### src/rtl/decryptor.sv
// Modular exponentiation decryptor: plain = cipher^d mod n, constant-latency square-and-multiply.
// Optional DECRYPTOR_CHECK_EN builds a comparator driving match against a latched plain_ref.
module decryptor #(
  parameter int WIDTH = 25
) (
  input  logic             clk,
  input  logic             rst_n,
  input  logic             start,
  input  logic [WIDTH-1:0] d,
  input  logic [WIDTH-1:0] n,
  input  logic [WIDTH-1:0] cipher,
  input  logic [WIDTH-1:0] plain_ref,
  output logic [WIDTH-1:0] plain,
  output logic             valid,
  output logic             busy,
  output logic             err,
  output logic             match
);

  // state  | meaning
  // IDLE   | waiting for start
  // LOAD   | operand check, accumulator init
  // SQUARE | acc = acc*acc mod n (WIDTH+1 cycles)
  // MULT   | t = acc*cipher mod n, keep if exponent bit set (WIDTH+1 cycles)
  // DONE   | results valid for one cycle
  typedef enum logic [2:0] {IDLE, LOAD, SQUARE, MULT, DONE} state_t;

  localparam int CW = $clog2(WIDTH + 1);

  state_t           state, state_nx;
  logic [WIDTH-1:0] d_q, n_q, c_q, acc, p;
  logic [CW-1:0]    cnt, bit_idx, step_idx;
  logic             op_err, a_bit, d_bit, mul_last, last_bit;
  logic [WIDTH-1:0] mul_b, p_nx, res;
  logic [WIDTH+1:0] sum, sub1, n_ext;

  assign op_err   = (n_q < WIDTH'(2)) || (c_q >= n_q);
  assign step_idx = cnt - CW'(1);
  assign a_bit    = |(acc & (WIDTH'(1) << step_idx));
  assign d_bit    = |(d_q & (WIDTH'(1) << bit_idx));
  assign mul_last = (cnt == '0);
  assign last_bit = (bit_idx == '0);
  assign mul_b    = (state == SQUARE) ? acc : c_q;
  assign res      = d_bit ? p : acc;

  // One interleaved step: 2p + a_i*b < 3n, so two conditional subtractions restore p < n.
  assign n_ext = {2'b00, n_q};
  assign sum   = {1'b0, p, 1'b0} + ({(WIDTH+2){a_bit}} & {2'b00, mul_b});
  assign sub1  = (sum >= n_ext) ? sum - n_ext : sum;
  assign p_nx  = (sub1 >= n_ext) ? WIDTH'(sub1 - n_ext) : WIDTH'(sub1);

  always_comb begin
    state_nx = state;
    valid    = 1'b0;
    busy     = (state != IDLE);
    case (state)
      IDLE:    if (start) state_nx = LOAD;
      LOAD:    state_nx = op_err ? DONE : SQUARE;
      SQUARE:  if (mul_last) state_nx = MULT;
      MULT:    if (mul_last) state_nx = last_bit ? DONE : SQUARE;
      DONE: begin
        valid    = 1'b1;
        state_nx = IDLE;
      end
      default: state_nx = IDLE;
    endcase
  end

  always_ff @(posedge clk or negedge rst_n) begin
    if (!rst_n) state <= IDLE;
    else        state <= state_nx;
  end

  always_ff @(posedge clk or negedge rst_n) begin
    if (!rst_n) begin
      d_q     <= '0;
      n_q     <= '0;
      c_q     <= '0;
      acc     <= '0;
      p       <= '0;
      cnt     <= '0;
      bit_idx <= '0;
      plain   <= '0;
      err     <= 1'b0;
    end else begin
      case (state)
        IDLE: begin
          if (start) begin
            d_q <= d;
            n_q <= n;
            c_q <= cipher;
          end
        end
        LOAD: begin
          acc     <= WIDTH'(1);
          p       <= '0;
          cnt     <= CW'(WIDTH);
          bit_idx <= CW'(WIDTH - 1);
          if (op_err) begin
            plain <= '0;
            err   <= 1'b1;
          end
        end
        SQUARE, MULT: begin
          if (mul_last) begin
            p   <= '0;
            cnt <= CW'(WIDTH);
            if (state == SQUARE) begin
              acc <= p;
            end else begin
              if (d_bit) acc <= p;
              if (last_bit) begin
                plain <= res;
                err   <= 1'b0;
              end else begin
                bit_idx <= bit_idx - CW'(1);
              end
            end
          end else begin
            p   <= p_nx;
            cnt <= cnt - CW'(1);
          end
        end
        default: ;
      endcase
    end
  end

`ifdef DECRYPTOR_CHECK_EN
  logic [WIDTH-1:0] ref_q;

  always_ff @(posedge clk or negedge rst_n) begin
    if (!rst_n) begin
      ref_q <= '0;
      match <= 1'b0;
    end else if (state == IDLE && start) begin
      ref_q <= plain_ref;
    end else if (state == LOAD && op_err) begin
      match <= 1'b0;
    end else if (state == MULT && mul_last && last_bit) begin
      match <= (res == ref_q);
    end
  end
`else
  logic unused_plain_ref;
  assign unused_plain_ref = ^plain_ref;
  assign match            = 1'b0;
`endif

endmodule

### config.mk
export PLATFORM = sky130hd
export DESIGN_NAME = decryptor
export DESIGN_NICKNAME = d
export VERILOG_FILES = /design/src/rtl/decryptor.sv
export SDC_FILE = /design/constraint.sdc
export NUM_CORES = 1
export LEC_CHECK = 0
export ABC_CLOCK_PERIOD_IN_PS = 13800
export BUFFER_PORTS_ARGS = -buffer_cell sky130_fd_sc_hd__buf_2
export CELL_PAD_IN_SITES_DETAIL_PLACEMENT = 0
export CELL_PAD_IN_SITES_GLOBAL_PLACEMENT = 1
export CORE_UTILIZATION = 35
export CTS_BUF_LIST = sky130_fd_sc_hd__clkbuf_4 sky130_fd_sc_hd__clkbuf_8
export DETAILED_ROUTE_END_ITERATION = 6
export GPL_TIMING_DRIVEN = 0
export PLACE_DENSITY = 0.75
export SLEW_MARGIN = 30
export SYNTH_ARGS = -nofsm -noshare
export SYNTH_HDL_FRONTEND = slang
export SYNTH_SLANG_ARGS = --single-unit
### constraint.sdc
create_clock -name clk -period 13.8 [get_ports clk]
set_clock_uncertainty 0.2 [all_clocks]
set_input_delay 0.69 -clock clk [delete_from_list [all_inputs] [get_ports clk]]
set_output_delay 0.69 -clock clk [all_outputs]
set_load 0.02 [all_outputs]
; After elaboration in Yosys (flattened, before gate mapping)
; Cells that the tools add are included.
[totals]
reg_bits = 164
latch_bits = 0
ram_bits = 0
romBits = 0
in_bits = 103
out_inout_bits = 29
wordCells = 82
n_memories = 0
[classes]
n_addsub = 5
n_mul = 0
div_mod_pow = 0
order_cmp = 4
eq_ne = 12
shifts = 2
muxes = 32
bitwise = 3
n_reduce_logical = 14
[ops]
columns = op, count
row1 = 25-bit two-way mux, 10
row2 = 25-bit one-hot mux with 2 select lines, 3
row3 = 27-bit by 25-bit greater-or-equal comparator with 1-bit output, 2
row4 = 25-bit AND, 2
row5 = 25-bit OR reduction, 2
row6 = 1-bit by 5-bit left shift with 25-bit output (first input constant), 2
row7 = 26-bit by 27-bit adder with 27-bit output, 1
row8 = 27-bit by 25-bit AND with 27-bit output, 1
row9 = 27-bit two-way mux, 1
row10 = 27-bit by 25-bit subtractor with 27-bit output, 1
row11 = 25-bit greater-or-equal comparator, 1
row12 = 25-bit by 2-bit less-than comparator with 1-bit output (second input constant), 1
row13 = 25-bit subtractor, 1
row14 = 5-bit two-way mux, 4
row15 = 5-bit one-hot mux with 2 select lines, 2
row16 = 2-bit inequality test (second input constant), 8
row17 = 3-bit two-way mux, 5
row18 = 3-bit one-hot mux with 4 select lines, 1
row19 = 5-bit logical NOT, 2
row20 = 5-bit by 1-bit subtractor with 5-bit output (second input constant), 2
row21 = 3-bit by 2-bit == test with 1-bit output (second input constant), 2
row22 = 1-bit two-way mux, 5
row23 = 5-bit AND reduction, 1
row24 = 2-bit AND reduction, 2
row25 = 10 further kinds, 10

; Logic depth before layout (Yosys ltp)
; Gate-level depths: netlist of the first run.
[logic_depth]
ltp_word = 12
mapped_depth = 48
mapped_depth_nobuf = 41

; Worst setup path before layout of the first run
; Ideal clock, no wire load.
[synth_timing]
path_kind = reg-to-reg
startpoint = reg cnt[0]
endpoint = reg p[10]
setup_time_ns = 0.148
arrival_time_ns = 9.342
required_time_ns = 13.452
path_slack_ns = 4.110
path_stages_with_launch = 47
n_path_buf = 6
synth_period_minus_slack_ns = 9.690
path_cell_list = dfrtp_1 > inv_1 > ha_1 > ha_1 > clkbuf_1 > mux2_2 > a222oi_1 > o211ai_1 > a32oi_1 > nor2_1 > a21oi_1 > clkbuf_1 > a21oi_1 > ha_1 > inv_1 > fa_1 > nor2b_4 > o31a_1 > (+11 left out) > o21ai_0 > nor3b_1 > nand3_2 > buf_2 > mux2i_1 > ha_1 > nor2b_1 > o31ai_1 > a31oi_1 > a211oi_2 > o41ai_2 > a221oi_2 > a21oi_1 > or2_2 > buf_2 > nor2_8 > buf_12 > o311ai_2
[synth_between]
elab_chain_len = 12
elab_cells_between_ends = 15
cone_classes = add/sub: 4 / order compare: 2 / shift: 1 / mux: 4 / bitwise: 2 / reduce/logical: 2
[synth_lines]
columns = item, line_no
row1 = start: declaration, 32  ; logic [CW-1:0] cnt, bit_idx, step_idx;
row2 = start signal: assignment, 97  ; cnt <= CW'(WIDTH);
row3 = start signal: assignment, 107  ; cnt <= CW'(WIDTH);
row4 = start signal: assignment, 121  ; cnt <= cnt - CW'(1);
row5 = 5-bit by 1-bit subtractor with 5-bit output, 38  ; assign step_idx = cnt - CW'(1);
row6 = 1-bit by 5-bit left shift with 25-bit output, 39  ; assign a_bit = |(acc & (WIDTH'(1) << step_idx));
row7 = 25-bit AND, 39
row8 = 25-bit OR reduction, 39
row9 = 27-bit by 25-bit AND with 27-bit output, 48  ; assign sum = {1'b0, p, 1'b0} + ({(WIDTH+2){a_bit}} & {2'b00, mul_b});
row10 = 26-bit by 27-bit adder with 27-bit output, 48
row11 = 27-bit by 25-bit subtractor with 27-bit output or 27-bit by 25-bit greater-or-equal comparator with 1-bit output (tied branches), 49  ; assign sub1 = (sum >= n_ext) ? sum - n_ext : sum;
row12 = 27-bit two-way mux, 49
row13 = 25-bit subtractor or 27-bit by 25-bit greater-or-equal comparator with 1-bit output (tied branches), 50  ; assign p_nx = (sub1 >= n_ext) ? WIDTH'(sub1 - n_ext) : WIDTH'(sub1);
row14 = 25-bit two-way mux, 50
row15 = 25-bit two-way mux *, 105  ; if (mul_last) begin
row16 = 25-bit one-hot mux with 2 select lines *, 86  ; case (state)
row17 = end signal: assignment, 120  ; p <= p_nx;
row18 = end: declaration, 31  ; logic [WIDTH-1:0] d_q, n_q, c_q, acc, p;
; Mark *: on every way between the ends. The rest lies on a longest branch, timed or not.
; A chain may end at the register's enable or synchronous reset.

; Worst setup path in the final report of the first run
[layout_timing]
startpoint = reg cnt[0]
endpoint = reg p[22]
; The elaborated chain is that of the path after synthesis.

==> flow_metrics.env, run 1 <==
export IMPL_status="finished with violations"
export IMPL_violations="design-rule violations"
export IMPL_drt_met1_wl_um=18500
export IMPL_rows=68
export IMPL_timing_fmax_mhz=81.0
export IMPL_gr_total_overflow=0
export IMPL_synthTopCellsByArea="dfrtp_1 33%, ha_1 11%, mux2_2 6.1%, nand2_1 4.7%, a21oi_1 3.8%"
export IMPL_rrSetupSlack_ns=1.46
export IMPL_register_area_um2=4100
export IMPL_worstPathMaxFanout=10
export IMPL_gp_congestion=0.935
export IMPL_muxShareOfSynthArea=0.0896
export IMPL_die_w_um=191
export IMPL_ys_ff_latch=164
export IMPL_area_growth_pct=12.4
export IMPL_drive_gt1_frac=0.179
export IMPL_clk_pin_slew_ns=0.10
export IMPL_htreeDepth=4
export IMPL_final_max_slew_viol_count=0
export IMPL_synth_adder_area_share=0.115
export IMPL_initial_core_util=0.360
export IMPL_crit_path_max_incr_delay_ns=0.51
export IMPL_crit_top_cell="ha_1"
export IMPL_max_clock_path_buffers=2
export IMPL_remaining_drc_errors=3
export IMPL_seq_area_frac_synth=0.327
export IMPL_vias=10900
export IMPL_ant_nets=0
export IMPL_critPathLaunch="cnt[0]"
export IMPL_dieArea_um2=36600
export IMPL_tritoncts_num_buffers=17
export IMPL_period_share=0.895
export IMPL_finalHoldViolCount=0
export IMPL_grt_pass1_vias=10700
export IMPL_final_util=0.404
export IMPL_ios=132
export IMPL_grt_pass1_wl_um=60900
export IMPL_wl_per_cell_um=20.3
export IMPL_crit_type="reg -> reg"
export IMPL_root_buffer="clkbuf_8"
export IMPL_layout_common_cells="164 x dfrtp_1, 157 x nand2_1, 110 x ha_1"
export IMPL_cts_setup_buffers=0
export IMPL_viasPerCell=5.62
export IMPL_hold_path_class="in -> reg"
export IMPL_synth_top_area_cell="dfrtp_1"
export IMPL_synth_xor_area_frac=0.0440
export IMPL_crit_path_end="p[22]"
export IMPL_wl_met2_um=17800
export IMPL_mostFrequentLayoutCell="dfrtp_1"
export IMPL_yosys_area_share_simple=0.149
export IMPL_fin_crit_ns=12.34
export IMPL_port_buffers=105
export IMPL_r2r_start="cnt[0]"
export IMPL_drt_total_wl_um=39500
export IMPL_r2r_cells=45
export IMPL_synth_compound_area_share=0.238
export IMPL_wl_met3_um=2330
export IMPL_worst_slew_pin_slew_ns=0.955
export IMPL_maxUsedRoutingLayer="met4"
export IMPL_slowest_stage="clkbuf_1"
export IMPL_whs_ns=0.187
export IMPL_diodes=0
export IMPL_synth_distinct_cells=88
export IMPL_grt_max_degree=71
export IMPL_end_kind="flop"
export IMPL_synth_main_ff_cell="dfrtp_1"
export IMPL_rr_endpoint="p[22]"
export IMPL_synth_edf_count=0
export IMPL_setup_viol=0
export IMPL_maxCapViolCount=0
export IMPL_hpwl_um=32000
export IMPL_synth_warnings=0
export IMPL_drtIter0Drc=854
export IMPL_fill_cells=3517
export IMPL_start_kind="flop"
export IMPL_max_slew_margin_rel=0.362
export IMPL_synth_area_per_cell_um2=9.29
export IMPL_ys_async_sr_fraction=1.00
export IMPL_synthesis_nets=1567
export IMPL_multi_input_area_um2=7970
export IMPL_synthCells=1351
export IMPL_worstPathRequired_ns=14.02
export IMPL_antenna_found_initial=0
export IMPL_final_nets=1694
export IMPL_cts_tree="yes"
export IMPL_grtUsageTotal=0.222
export IMPL_first_pass_iters=7
export IMPL_crit_arrival_ns=12.56
export IMPL_core_um2=34900
export IMPL_syn_area_um2=12500
export IMPL_synth_top_family_by_area="compound AO/OA/AOI/OAI gates"
export IMPL_rsz0062_at_grt="no"
export IMPL_synth_top_cell_area_share=0.327
export IMPL_fin_tns_setup_ns=0
export IMPL_clkSinkCount=164
export IMPL_clk_latency_ns=0.50
export IMPL_die_h_um=191
[critical path: cells and delay by family (launching register included)]
| family | cells | cell delay, ns |
|---|---|---|
| xor gates and xnor gates | 1 | 0.23 |
| adders and majority gates | 6 | 1.63 |
| DFF | 1 | 0.44 |
| and+or+nand+nor | 9 | 1.73 |
| AOI/OAI and AO/OA | 20 | 5.37 |
| buffers and inverters | 7 | 1.95 |
| muxes | 2 | 0.68 |
[per-stage QoR]
step	cells	area (um^2)	worst slack [ns]
floorplan	1351	12500	4.11
global placement	1911	13600	1.75
detailed placement	1913	13700	1.65
CTS	1946	14100	1.52
global route	1946	14100	0.784
finish	1946	14100	1.46
[how the worst min path moves through the flow]
| stage | from | endpoint | depth (start not counted) |
|---|---|---|---|
| CTS | n[12] | n_q[12] | 3 |
| global route | n[12] | n_q[12] | 3 |
| floorplan | rst_n | acc[0] | 0 |
| global placement | plain[20] | plain[20] | 1 |
| finish | n[12] | n_q[12] | 3 |
| detailed placement | plain[9] | plain[9] | 1 |
[layout make-up]
type                       instances  share of cell area
clock inverter                    14              0.0102
inverter                          54              0.0144
sequential                       164               0.291
buffer                            58              0.0191
tap                              455              0.0404
multi-input combinational       1075               0.565
clock buffer                      18              0.0171
timing repair buffer             108              0.0426
[what timing repair did]
action / 4_1_cts / 5_1_grt
resized for setup: 0 / 0
endpoints found under the hold margin: 25 / 0
hold buffers: 1 / 0
[state kept, by name, indices dropped and copies added (netlist names)]
signal / count
acc: 25
bit_idx: 5
c_q: 25
cnt: 5
d_q: 25
err: 1
n_q: 25
p: 25
plain: 25
state: 3
[cell families after synthesis]
family | after synthesis
AOI/OAI and AO/OA | 408
and+or+nand+nor | 389
DFF | 164
adders and majority gates | 113
buffers and inverters | 112
muxes | 101
xor gates and xnor gates | 63
other | 1
[metal layers]
| layer | vias to the layer above | GRT usage |
|---|---|---|
| met3 | 40 | 0.0404 |
| met5 | - | 0 |
| li1 | 5280 | - |
| met4 | 0 | 0.0611 |
| met2 | 323 | 0.352 |
| met1 | 5295 | 0.307 |
[synthesized netlist by cell type, types with 4 or more instances]
cell type and instances:
a211o_1 5, a211oi_1 11, a21o_1 41, a21oi_1 96
a221oi_1 6, a222oi_1 6, a22o_1 29, a22oi_1 4
a311oi_1 5, a31oi_1 7, and2_1 6, and3_1 13
buf_2 4, clkbuf_1 47, dfrtp_1 164, ha_1 110
inv_1 54, mux2_2 68, mux2i_1 29, nand2_1 157
nand2b_1 6, nand3_1 28, nand4_1 26, nor2_1 68
nor2b_1 16, nor3_1 19, nor3b_1 6, nor4_1 8
o211ai_1 18, o211ai_2 4, o21a_1 16, o21ai_0 68
o21bai_1 7, o2bb2ai_1 25, o311ai_1 6, o311ai_2 7
o31ai_1 10, or2_2 13, or3_1 10, xnor2_1 37
xor2_1 26
Power of run 1 is not shown: default switching activity piles up to over one toggle a cycle in this logic, so the estimate is an artifact.
==> run 2, diff against run 1 <==
--- a/config.mk
+++ b/config.mk
@@ -10,7 +10,6 @@
 export CELL_PAD_IN_SITES_DETAIL_PLACEMENT = 0
 export CELL_PAD_IN_SITES_GLOBAL_PLACEMENT = 1
 export CORE_UTILIZATION = 35
-export CTS_BUF_LIST = sky130_fd_sc_hd__clkbuf_4 sky130_fd_sc_hd__clkbuf_8
 export DETAILED_ROUTE_END_ITERATION = 6
 export GPL_TIMING_DRIVEN = 0
 export PLACE_DENSITY = 0.75
==> run 2 against run 1 <==
Effect of this change: utilization up 0.54 points; clock-buffer cell count is the same; via count about the same; die area stayed put; highest routed layer unchanged; sequential share of layout area shrank 0.38 points; first-iteration DRC count decreased by 2.2%; critical endpoint unchanged; the flow now finishes without violations; worst setup slack gained 0.020 ns; hold slack better by 0.048 ns; wire length decreased by 0.26%; global-route usage is essentially flat.
==> flow_metrics.env, run 2 (synthesis results as in run 1) <==
export IMPL_rsz0062_at_grt="no"
export IMPL_core_um2=34900
export IMPL_timing_fmax_mhz=81.1
export IMPL_postCtsResizedCells=0
export IMPL_diodes=0
export IMPL_area_growth_pct=13.9
export IMPL_wl_per_cell_um=20.2
export IMPL_initial_core_util=0.360
export IMPL_drt_total_wl_um=39400
export IMPL_crit_arrival_ns=12.49
export IMPL_worstPathRequired_ns=13.97
export IMPL_crit_top_cell="ha_1"
export IMPL_period_share=0.893
export IMPL_crit_type="reg -> reg"
export IMPL_whs_ns=0.236
export IMPL_vias=10900
export IMPL_gr_total_overflow=0
export IMPL_cts_setup_buffers=0
export IMPL_drtIter0Drc=835
export IMPL_cts_tree="yes"
export IMPL_grt_max_degree=71
export IMPL_die_h_um=191
export IMPL_cts_hold_buf=1
export IMPL_drive_gt1_frac=0.178
export IMPL_max_clock_path_buffers=2
export IMPL_ant_nets=0
export IMPL_fin_tns_setup_ns=0
export IMPL_start_kind="flop"
export IMPL_rows=68
export IMPL_die_w_um=191
export IMPL_fin_crit_ns=12.32
export IMPL_clk_pin_slew_ns=0.07
export IMPL_layout_common_cells="164 x dfrtp_1, 157 x nand2_1, 110 x ha_1"
export IMPL_clkSinkCount=164
export IMPL_setup_viol=0
export IMPL_first_pass_iters=5
export IMPL_dieArea_um2=36600
export IMPL_gp_congestion=0.935
export IMPL_hold_path_class="in -> reg"
export IMPL_mostFrequentLayoutCell="dfrtp_1"
export IMPL_grt_pass1_vias=10700
export IMPL_htreeDepth=4
export IMPL_max_slew_margin_rel=0.379
export IMPL_tritoncts_num_buffers=17
export IMPL_viasPerCell=5.62
export IMPL_root_buffer="clkbuf_16"
export IMPL_final_max_slew_viol_count=0
export IMPL_antenna_found_initial=0
export IMPL_remaining_drc_errors=0
export IMPL_clk_latency_ns=0.46
export IMPL_end_kind="flop"
export IMPL_grt_pass1_wl_um=61000
export IMPL_slowest_stage="clkbuf_1"
export IMPL_final_nets=1694
export IMPL_maxCapViolCount=0
export IMPL_status="complete, no violations"
export IMPL_hpwl_um=32000
export IMPL_ios=132
export IMPL_crit_path_max_incr_delay_ns=0.50
export IMPL_worstPathMaxFanout=10
export IMPL_finalHoldViolCount=0
export IMPL_port_buffers=105
export IMPL_worst_slew_pin_slew_ns=0.929
export IMPL_grtUsageTotal=0.222
run 2: cell counts in the layout (fill, tap and decap cells not counted):
No cell type changed its count.
run 2: worst paths after layout:
| path | start | depth (start not counted) | slack, ns | endpoint |
|---|---|---|---|---|
| worst min register to register | plain[18] | 1 | 0.29 | plain[18] |
| max in group asynchronous | rst_n | 4 | 11.95 | cnt[2] |
| worst max register to register | cnt[0] | 45 | 1.48 | p[22] |
| min in group asynchronous | rst_n | 2 | 0.46 | c_q[0] |
| worst min-delay path | n[12] | 3 | 0.24 | n_q[12] |
| worst max-delay path | cnt[0] | 45 | 1.48 | p[22] |
run 2: critical path, delay by kind of cell (launching register included):
kind / cells / cell delay [ns]
buf+inv: 7 / 1.96
fa+ha+maj: 6 / 1.65
flops: 1 / 0.44
xor+xnor: 1 / 0.23
compound gates: 20 / 5.37
simple gates: 9 / 1.69
mux: 2 / 0.69
run 2: area by class of cell:
type                       instances  area (um^2)
clock buffer                      18          429
timing repair buffer             108          601
clock inverter                    14          144
tap                              455          569
buffer                            58          269
sequential                       164         4100
fill                            3507        20600
multi-input combinational       1075         7970
inverter                          54          203
run 2: through the flow:
step,worst slack [ns],util,instance area (um^2),instances
4_1_cts,1.60,0.410,14300,1946
5_1_grt,0.843,0.410,14300,1946
3_3_place_gp,1.75,0.391,13600,1911
3_5_place_dp,1.65,0.393,13700,1913
2_1_floorplan,4.11,-,12500,1351
6_report,1.48,0.410,14300,1946
run 2: metal layers:
layer  global-route usage  vias to the layer above  wire (um)
li1                     -                     5282          -
met1                0.309                     5302      18700
met2                0.352                      296      17700
met3               0.0294                       52       2060
met4               0.0748                        0        952
met5                    0                        -          0
Power of run 2 is left out for the same reason.
==> run 3, diff against run 2 <==
--- a/config.mk
+++ b/config.mk
@@ -5,6 +5,7 @@
 export SDC_FILE = /design/constraint.sdc
 export NUM_CORES = 1
 export LEC_CHECK = 0
+export ABC_AREA = 0
 export ABC_CLOCK_PERIOD_IN_PS = 13800
 export BUFFER_PORTS_ARGS = -buffer_cell sky130_fd_sc_hd__buf_2
 export CELL_PAD_IN_SITES_DETAIL_PLACEMENT = 0
==> constraint.sdc (replaced) <==
create_clock -name clk -period 13.8 [get_ports clk]
set_clock_uncertainty 0.2 [all_clocks]
set_input_delay 1.38 -clock clk [delete_from_list [all_inputs] [get_ports clk]]
set_output_delay 1.38 -clock clk [all_outputs]
set_load 0.02 [all_outputs]
==> run 3 against run 2 <==
Effect of this change: first-iteration DRC count increased by 3.0%; sequential share of layout area hardly changed; global-route usage hardly changed; critical path type unchanged.
==> flow_metrics.env, run 3 (synthesis results as in run 1) <==
export IMPL_fin_crit_ns=12.28
export IMPL_area_growth_pct=13.8
export IMPL_rows=68
export IMPL_multi_input_area_um2=7970
export IMPL_crit_path_max_incr_delay_ns=0.51
export IMPL_clk_pin_slew_ns=0.07
export IMPL_critPathBufInv=7
export IMPL_maxCapViolCount=0
export IMPL_vias=10900
export IMPL_mostFrequentLayoutCell="dfrtp_1"
export IMPL_first_pass_iters=6
export IMPL_viasPerCell=5.60
export IMPL_end_kind="flop"
export IMPL_antenna_found_initial=0
export IMPL_gp_congestion=0.935
export IMPL_timing_fmax_mhz=81.5
export IMPL_register_area_um2=4100
export IMPL_rsz0062_at_grt="no"
export IMPL_drtIter0Drc=860
export IMPL_die_w_um=191
export IMPL_cts_tree="yes"
export IMPL_hpwl_um=32000
export IMPL_diodes=0
export IMPL_grt_pass1_wl_um=61000
export IMPL_die_h_um=191
export IMPL_period_share=0.890
export IMPL_cp_top_family="compound AO/OA/AOI/OAI gates"
export IMPL_ant_nets=0
export IMPL_crit_type="reg -> reg"
export IMPL_fin_tns_setup_ns=0
export IMPL_final_max_slew_viol_count=0
export IMPL_finalHoldViolCount=0
export IMPL_initial_core_util=0.360
export IMPL_dp_cells=1913
export IMPL_gr_total_overflow=0
export IMPL_worst_slew_pin_slew_ns=0.933
export IMPL_ios=132
export IMPL_dieArea_um2=36600
export IMPL_remaining_drc_errors=0
export IMPL_wl_per_cell_um=20.2
export IMPL_tritoncts_num_buffers=17
export IMPL_root_buffer="clkbuf_16"
export IMPL_drive_gt1_frac=0.179
export IMPL_setup_viol=0
export IMPL_htreeDepth=4
export IMPL_core_um2=34900
export IMPL_clk_latency_ns=0.46
export IMPL_cts_setup_buffers=0
export IMPL_grtUsageTotal=0.222
export IMPL_worstPathMaxFanout=10
export IMPL_cts_hold_buf=0
export IMPL_postCtsResizedCells=0
export IMPL_fill_cells=3508
export IMPL_hold_path_class="reg -> reg"
export IMPL_status="complete, no violations"
export IMPL_port_buffers=105
export IMPL_clkSinkCount=164
export IMPL_max_slew_margin_rel=0.376
export IMPL_crit_top_cell="ha_1"
export IMPL_layout_common_cells="164 x dfrtp_1, 157 x nand2_1, 110 x ha_1"
export IMPL_grt_max_degree=71
export IMPL_final_util=0.409
export IMPL_start_kind="flop"
export IMPL_final_cells=1945
export IMPL_crit_arrival_ns=12.45
export IMPL_drt_total_wl_um=39300
export IMPL_grt_pass1_vias=10700
export IMPL_final_nets=1693
export IMPL_worstPathRequired_ns=13.97
export IMPL_max_clock_path_buffers=2
export IMPL_slowest_stage="clkbuf_1"
## run 3: cell type report
type | count | area share
Multi-Input combinational cell | 1075 | 0.558
Sequential cell | 164 | 0.287
Timing Repair Buffer | 107 | 0.0414
Tap cell | 455 | 0.0399
Clock buffer | 18 | 0.0301
Buffer | 58 | 0.0188
Inverter | 54 | 0.0142
Clock inverter | 14 | 0.0101
## run 3: per-stage QoR
stage	setup WS, ns	hold slack [ns]	area (um^2)
finish	1.52	0.286	14300
global route	0.843	0.304	14300
CTS	1.60	0.292	14300
detailed placement	1.65	0.272	13700
global placement	1.75	0.273	13600
floorplan	4.11	0.280	12500
## run 3: routing by layer
metal / vias up / wire length [um] / part of all wire / GRT usage
met3: 46 / 1970 / 0.050 / 0.0294
met4: 0 / 954 / 0.024 / 0.0748
met2: 336 / 17700 / 0.45 / 0.352
met1: 5236 / 18700 / 0.48 / 0.309
li1: 5283 / - / - / -
met5: - / 0 / 0 / 0
## run 3: worst paths after layout
check,endpoint,depth (start not counted),startpoint,slack [ns]
min in group asynchronous,c_q[0],1,rst_n,0.56
setup / recovery,p[22],45,cnt[0],1.52
setup reg to reg,p[22],45,cnt[0],1.52
hold reg to reg,plain[18],1,plain[18],0.29
hold / removal,plain[18],1,plain[18],0.29
max in group asynchronous,cnt[2],3,rst_n,11.86
Power of run 3 is left out for the same reason.
